File: config.mk
export PLATFORM = sky130hd
export DESIGN_NAME = inst_fetch_ctrl_flat
export DESIGN_NICKNAME = d
export VERILOG_FILES = /design/src/rtl/inst_fetch_ctrl_if.sv /design/src/rtl/inst_fetch_ctrl.sv /design/src/flat_wrapper.sv
export SDC_FILE = /design/constraint.sdc
export NUM_CORES = 1
export LEC_CHECK = 0
export CAP_MARGIN = 20
export CORE_MARGIN = 1
export CORE_UTILIZATION = 55
export CTS_CLUSTER_SIZE = 28
export DETAILED_ROUTE_END_ITERATION = 16
export PLACE_DENSITY_LB_ADDON = 0.25
export SLEW_MARGIN = 20
export SYNTH_ARGS = -nofsm -noshare
export SYNTH_HDL_FRONTEND = slang
export SYNTH_SLANG_ARGS = --single-unit
File: constraint.sdc
create_clock -name clk -period 4.7 [get_ports clk]
set_input_delay 1.175 -clock clk [delete_from_list [all_inputs] [get_ports clk]]
set_output_delay 1.175 -clock clk [all_outputs]
set_load 0.1 [all_outputs]
File: src/rtl/inst_fetch_ctrl_if.sv
// inst_fetch_ctrl_if: fetch-side bus bundle for inst_fetch_ctrl.
//   imem_addr/imem_data   : instruction memory port (combinational read)
//   redirect_valid/_pc    : branch/jump redirect request
//   halt                  : stop issuing fetches
//   dec_valid/_instr/_pc  : queue head presented to decode
//   dec_ready             : decode accepts head this cycle
//   busy                  : controller running or queue non-empty
// modport master : the fetch controller
// modport slave  : memory + pipeline environment
interface inst_fetch_ctrl_if;
  logic [31:0] imem_addr;
  logic [31:0] imem_data;
  logic        redirect_valid;
  logic [31:0] redirect_pc;
  logic        halt;
  logic        dec_valid;
  logic [31:0] dec_instr;
  logic [31:0] dec_pc;
  logic        dec_ready;
  logic        busy;

  modport master (
    output imem_addr, dec_valid, dec_instr, dec_pc, busy,
    input  imem_data, redirect_valid, redirect_pc, halt, dec_ready
  );

  modport slave (
    input  imem_addr, dec_valid, dec_instr, dec_pc, busy,
    output imem_data, redirect_valid, redirect_pc, halt, dec_ready
  );
endinterface

File: src/rtl/inst_fetch_ctrl.sv
// inst_fetch_ctrl: instruction fetch controller with a QDEPTH-entry
// prefetch queue (no bypass) between instruction memory and decode.
// Ports:
//   clk  : clock, rising edge
//   rst  : asynchronous active-low reset
//   bus  : inst_fetch_ctrl_if.master (imem, redirect, halt, decode, busy)
//   fetch_count : push counter, present only with FETCH_PERF_CNT_EN
// Params: RESET_PC (first fetch address), QDEPTH (power of two, 2..8).
// Optional feature macro: FETCH_PERF_CNT_EN.
module inst_fetch_ctrl #(
  parameter logic [31:0] RESET_PC = 32'h0000_0000,
  parameter int          QDEPTH   = 2
) (
  input logic              clk,
  input logic              rst,
  inst_fetch_ctrl_if.master bus
`ifdef FETCH_PERF_CNT_EN
  ,
  output logic [31:0]      fetch_count
`endif
);
  localparam int PW = (QDEPTH > 1) ? $clog2(QDEPTH) : 1;
  localparam int CW = PW + 1;
  localparam logic [CW-1:0] DEPTH_C = CW'(QDEPTH);

  typedef enum logic [1:0] {IDLE, RUN, HALTED} state_e;
  typedef struct packed {
    logic [31:0] instr;
    logic [31:0] pc;
  } entry_t;

  state_e                   state_q, state_d;
  logic [31:0]              pc_q, pc_d;
  logic [CW-1:0]            count_q, count_d;
  logic [PW-1:0]            rd_ptr_q, rd_ptr_d, wr_ptr_q, wr_ptr_d;
  entry_t [QDEPTH-1:0]      q_mem_q, q_mem_d;
  logic                     pop, push;

  // redirect targets are word aligned; low bits intentionally dropped
  logic unused_ok;
  assign unused_ok = &{1'b0, bus.redirect_pc[1:0]};

  always_comb begin
    state_d  = state_q;
    pc_d     = pc_q;
    count_d  = count_q;
    rd_ptr_d = rd_ptr_q;
    wr_ptr_d = wr_ptr_q;
    q_mem_d  = q_mem_q;

    pop  = (count_q != '0) && bus.dec_ready;
    // a pop frees a slot this cycle, so a full queue can still accept
    push = (state_q == RUN) && !bus.halt && !bus.redirect_valid &&
           ((count_q < DEPTH_C) || pop);

    unique case (state_q)
      IDLE:    state_d = RUN;
      RUN:     if (bus.halt && !bus.redirect_valid) state_d = HALTED;
      HALTED:  if (!bus.halt) state_d = RUN;
      default: state_d = IDLE;
    endcase

    if (pop) rd_ptr_d = rd_ptr_q + PW'(1);

    if (bus.redirect_valid) begin
      // flush: the same-cycle pop still counts, everything behind it dies
      count_d  = '0;
      wr_ptr_d = rd_ptr_d;
      pc_d     = {bus.redirect_pc[31:2], 2'b00};
    end else begin
      if (push) begin
        q_mem_d[wr_ptr_q].instr = bus.imem_data;
        q_mem_d[wr_ptr_q].pc    = pc_q;
        wr_ptr_d                = wr_ptr_q + PW'(1);
        pc_d                    = pc_q + 32'd4;
      end
      if (push && !pop)      count_d = count_q + CW'(1);
      else if (pop && !push) count_d = count_q - CW'(1);
    end
  end

  always_ff @(posedge clk or negedge rst) begin
    if (!rst) begin
      state_q  <= IDLE;
      pc_q     <= RESET_PC;
      count_q  <= '0;
      rd_ptr_q <= '0;
      wr_ptr_q <= '0;
      q_mem_q  <= '0;
    end else begin
      state_q  <= state_d;
      pc_q     <= pc_d;
      count_q  <= count_d;
      rd_ptr_q <= rd_ptr_d;
      wr_ptr_q <= wr_ptr_d;
      q_mem_q  <= q_mem_d;
    end
  end

  assign bus.imem_addr = pc_q;
  assign bus.dec_valid = (count_q != '0);
  assign bus.dec_instr = q_mem_q[rd_ptr_q].instr;
  assign bus.dec_pc    = q_mem_q[rd_ptr_q].pc;
  assign bus.busy      = (state_q == RUN) || (count_q != '0);

`ifdef FETCH_PERF_CNT_EN
  logic [31:0] fetch_count_q, fetch_count_d;

  always_comb begin
    fetch_count_d = fetch_count_q;
    if (push) fetch_count_d = fetch_count_q + 32'd1;
  end

  always_ff @(posedge clk or negedge rst) begin
    if (!rst) fetch_count_q <= '0;
    else      fetch_count_q <= fetch_count_d;
  end

  assign fetch_count = fetch_count_q;
`endif
endmodule

File: src/flat_wrapper.sv
// flat-port wrapper written by rule: the top's interface ports become plain ports
module inst_fetch_ctrl_flat 
#(
  parameter logic [31:0] RESET_PC = 32'h0000_0000,
  parameter int          QDEPTH   = 2
)
  (clk, rst, bus_imem_addr, bus_dec_valid, bus_dec_instr, bus_dec_pc, bus_busy, bus_imem_data, bus_redirect_valid, bus_redirect_pc, bus_halt, bus_dec_ready);
  inst_fetch_ctrl_if bus_i ();
  input logic clk;
  input logic rst;
  output wire logic [$bits(bus_i.imem_addr)-1:0] bus_imem_addr;
  output wire logic [$bits(bus_i.dec_valid)-1:0] bus_dec_valid;
  output wire logic [$bits(bus_i.dec_instr)-1:0] bus_dec_instr;
  output wire logic [$bits(bus_i.dec_pc)-1:0] bus_dec_pc;
  output wire logic [$bits(bus_i.busy)-1:0] bus_busy;
  input wire logic [$bits(bus_i.imem_data)-1:0] bus_imem_data;
  input wire logic [$bits(bus_i.redirect_valid)-1:0] bus_redirect_valid;
  input wire logic [$bits(bus_i.redirect_pc)-1:0] bus_redirect_pc;
  input wire logic [$bits(bus_i.halt)-1:0] bus_halt;
  input wire logic [$bits(bus_i.dec_ready)-1:0] bus_dec_ready;
  assign bus_imem_addr = bus_i.imem_addr;
  assign bus_dec_valid = bus_i.dec_valid;
  assign bus_dec_instr = bus_i.dec_instr;
  assign bus_dec_pc = bus_i.dec_pc;
  assign bus_busy = bus_i.busy;
  assign bus_i.imem_data = bus_imem_data;
  assign bus_i.redirect_valid = bus_redirect_valid;
  assign bus_i.redirect_pc = bus_redirect_pc;
  assign bus_i.halt = bus_halt;
  assign bus_i.dec_ready = bus_dec_ready;
  inst_fetch_ctrl #(.RESET_PC(RESET_PC), .QDEPTH(QDEPTH)) u_core (.clk(clk), .rst(rst), .bus(bus_i));
endmodule
==> impl_metrics.env <==
export IMPL_start_kind="flop"
export IMPL_synth_enable_flop_cells=0
export IMPL_netlist_instances=581
export IMPL_overflow=0
export IMPL_final_max_slew_viol_count=0
export IMPL_critical_path_cell_chain="mux2_2 > clkdlybuf4s50_1"
export IMPL_tns_ns=0
export IMPL_wl_per_cell_um=18.54
export IMPL_async_flop_share_pct=100.0
export IMPL_vias=5137
export IMPL_fillerInstances=905
export IMPL_fin_crit_sh_pct=86.56
export IMPL_grt_usage_pct=25.23
export IMPL_clk_pin_slew_ns=0.06
export IMPL_path_max_fanout=37
export IMPL_ant_nets=0
export IMPL_gp_congestion=0.7956
export IMPL_highest_layer="met4"
export IMPL_hold_violations=0
export IMPL_r2r_end="u_core.q_mem_q[70]$_DFFE_PN0P_"
export IMPL_cts_sinks=161
export IMPL_cts_setup_buffers=0
export IMPL_cts_tree="built"
export IMPL_r2r_start="u_core.state_q[1]$_DFFE_PN0P_"
export IMPL_critPathSlowestCell="clkdlybuf4s50_1"
export IMPL_worst_slew_pin_slew_ns=1.018
export IMPL_remaining_drc_errors=0
export IMPL_wl_met1_um=7424
export IMPL_die_area_um2=14480
export IMPL_root_buffer="clkbuf_16"
export IMPL_rsz0062_at_grt="no"
export IMPL_r2r_setup_slack_ns=2.28
export IMPL_clockBufferDepth=2
export IMPL_drtIter0Drc=193
export IMPL_r2r_cells=5
export IMPL_ys_warn_count=0
export IMPL_placementRows=42
export IMPL_syn_avg_cell_area_um2=13.26
export IMPL_via_per_inst=5.548
export IMPL_postCtsResizedCells=0
export IMPL_grt_first_pass_wirelength_um=28210
export IMPL_dpl_hpwl_um=11420
export IMPL_drt_wl_total_um=17170
export IMPL_worstPathRequired_ns=3.52
export IMPL_ys_ff_latch=161
export IMPL_cts_max_level=4
export IMPL_max_slew_margin_pct=31.93
export IMPL_area_growth_pct=29.72
export IMPL_fmax_ghz=0.2458
export IMPL_fp_dieH_um=120.4
export IMPL_endpoint="bus_dec_instr[12]"
export IMPL_clock_skew_final_ns=0.007493
export IMPL_final_layout_size_suffix_gt1_share_pct=34.80
export IMPL_status="complete, no violations"
export IMPL_crit_type="flop to primary output"
export IMPL_numPortBuffers=162
export IMPL_finalSetupViolCount=0
export IMPL_grt_max_degree=89
export IMPL_fp_dieW_um=120.4
export IMPL_grt_pass1_vias=5408
export IMPL_synth_seq_area_share_pct=52.30
export IMPL_antenna_found_initial=0
export IMPL_worstPathArrival_ns=2.89
export IMPL_core_um2=13450
export IMPL_multi_input_area_um2=3466
export IMPL_syn_cell_area_um2=7704
export IMPL_cts_buffers=17
export IMPL_start_util_pct=57.26
export IMPL_max_stage_delay_ns=1.16
export IMPL_insertion_delay_ns=0.42
export IMPL_drv_cap=0
export IMPL_first_pass_iters=4
export IMPL_pin_count=167
export IMPL_hold_class="flop to flop"
export IMPL_wl_met3_um=840
export IMPL_endpoint_kind="primary output"
export IMPL_fin_nets=807
export IMPL_wl_met2_um=8575
export IMPL_regArea_um2=4030
export IMPL_synth_cell_type_count=40
export IMPL_diodes=0
export IMPL_period_minus_slack_ns=4.068
export IMPL_ys_flop_type="dfrtp_1"
export IMPL_cts_hold_fix_buffers=0
export IMPL_startpoint="u_core.rd_ptr_q$_DFF_PN0_"
==> state kept, by name (all words and copies together), names as in the netlist <==
register / cells
u_core.q_mem_q: 125
u_core.bus.imem_addr: 30
u_core.count_q: 2
u_core.state_q: 2
u_core.rd_ptr_q: 1
u_core.wr_ptr_q: 1
==> cells in the mapped netlist, types with 4 or more instances <==
cell type / number / area share (%)
buf_6: 7 / 1.0
nand4_1: 9 / 0.73
inv_1: 4 / 0.19
nand2_1: 51 / 2.5
mux2_4: 59 / 11
mux2_2: 124 / 18
o21ai_0: 35 / 2.3
clkbuf_1: 17 / 0.83
dfrtp_1: 161 / 52
nor4_1: 11 / 0.89
nor3_1: 12 / 0.78
nand3_1: 12 / 0.78
nor2b_1: 6 / 0.49
xnor2_1: 23 / 2.6
buf_4: 7 / 0.68
xor2_1: 6 / 0.68
==> routing by layer <==
layer	up-vias	global-route usage, %
li1	2377	-
met1	2595	32.12
met2	140	42.06
met3	25	6.179
met4	0	8.796
met5	-	0
==> layout by cell type (no fill, tap or decap), types with 3 or more instances in the layout <==
master           instances
a21oi_1                  3
and3_1                   3
and4_1                   3
buf_4                   38
bufinv_16                4
clkbuf_16               17
clkbuf_8                 4
clkdlybuf4s50_1        128
clkinv_2                 3
dfrtp_1                160
inv_1                    4
mux2_2                 124
mux2_4                  59
nand2_1                 51
nand3_1                 11
nand4_1                  9
nor2_1                   3
nor2b_1                  6
nor3_1                  12
nor4_1                  11
o21ai_0                 35
xnor2_1                 23
xor2_1                   6
==> cells by family (layout without fill, tap and decap cells) <==
logic type               count (synthesis)  in the layout  synth area share, %
multiplexers                           184            184                29.75
flip-flops                             161            161                52.30
AND/OR/NAND/NOR                        123            123                8.413
AO/OA/AOI/OAI                           44             44                3.102
buffers and inverters                   38            206                2.923
XOR/XNOR                                29             29                3.297
adder cells (fa/ha/maj)                  1              1               0.1624
other                                    1              2              0.04868
==> area by class of cell <==
cell class | instances | share of cell area [%]
flip-flops and latches | 161 | 40.33
multi-input cells | 383 | 34.68
repair buffers | 170 | 16.24
clock buffers | 23 | 4.883
well taps | 176 | 2.204
clock inverters | 9 | 1.515
inverters | 4 | 0.1502
==> worst min-delay path by stage <==
stage | end | start | slack (ns) | cells past startpoint
6_report | u_core.q_mem_q[94]$_DFFE_PN0P_ | u_core.q_mem_q[94]$_DFFE_PN0P_ | 0.48 | 2
4_1_cts | u_core.q_mem_q[94]$_DFFE_PN0P_ | u_core.q_mem_q[94]$_DFFE_PN0P_ | 0.48 | 2
3_3_place_gp | u_core.q_mem_q[81]$_DFFE_PN0P_ | u_core.q_mem_q[81]$_DFFE_PN0P_ | 0.46 | 2
5_1_grt | u_core.q_mem_q[93]$_DFFE_PN0P_ | u_core.q_mem_q[93]$_DFFE_PN0P_ | 0.51 | 1
3_5_place_dp | u_core.q_mem_q[94]$_DFFE_PN0P_ | u_core.q_mem_q[94]$_DFFE_PN0P_ | 0.47 | 2
2_1_floorplan | u_core.q_mem_q[77]$_DFFE_PN0P_ | u_core.q_mem_q[77]$_DFFE_PN0P_ | 0.44 | 2
==> stage by stage <==
step / instances / hold WS, ns / worst slack, ns / cell area, µm² / util, %
3_5_place_dp: 894 / 0.4674 / 1.027 / 9354 / 69.53
3_3_place_gp: 894 / 0.4571 / 1.083 / 9354 / 69.53
6_report: 926 / 0.4845 / 0.6316 / 9993 / 74.28
5_1_grt: 926 / 0.5098 / 0.5570 / 9993 / 74.28
2_1_floorplan: 582 / 0.4444 / 0.8430 / 7707 / -
4_1_cts: 926 / 0.4824 / 0.6114 / 9993 / 74.28
==> worst max-delay path, delay by kind of cell (launching register included) <==
family / cells / cell delay, ns
muxes: 1 / 0.31
buffers and inverters: 1 / 1.16
DFF: 1 / 1.00
Power is left out: the tool's default activity adds up to more than one toggle a clock period on the data nets, which glitch-free logic cannot reach.
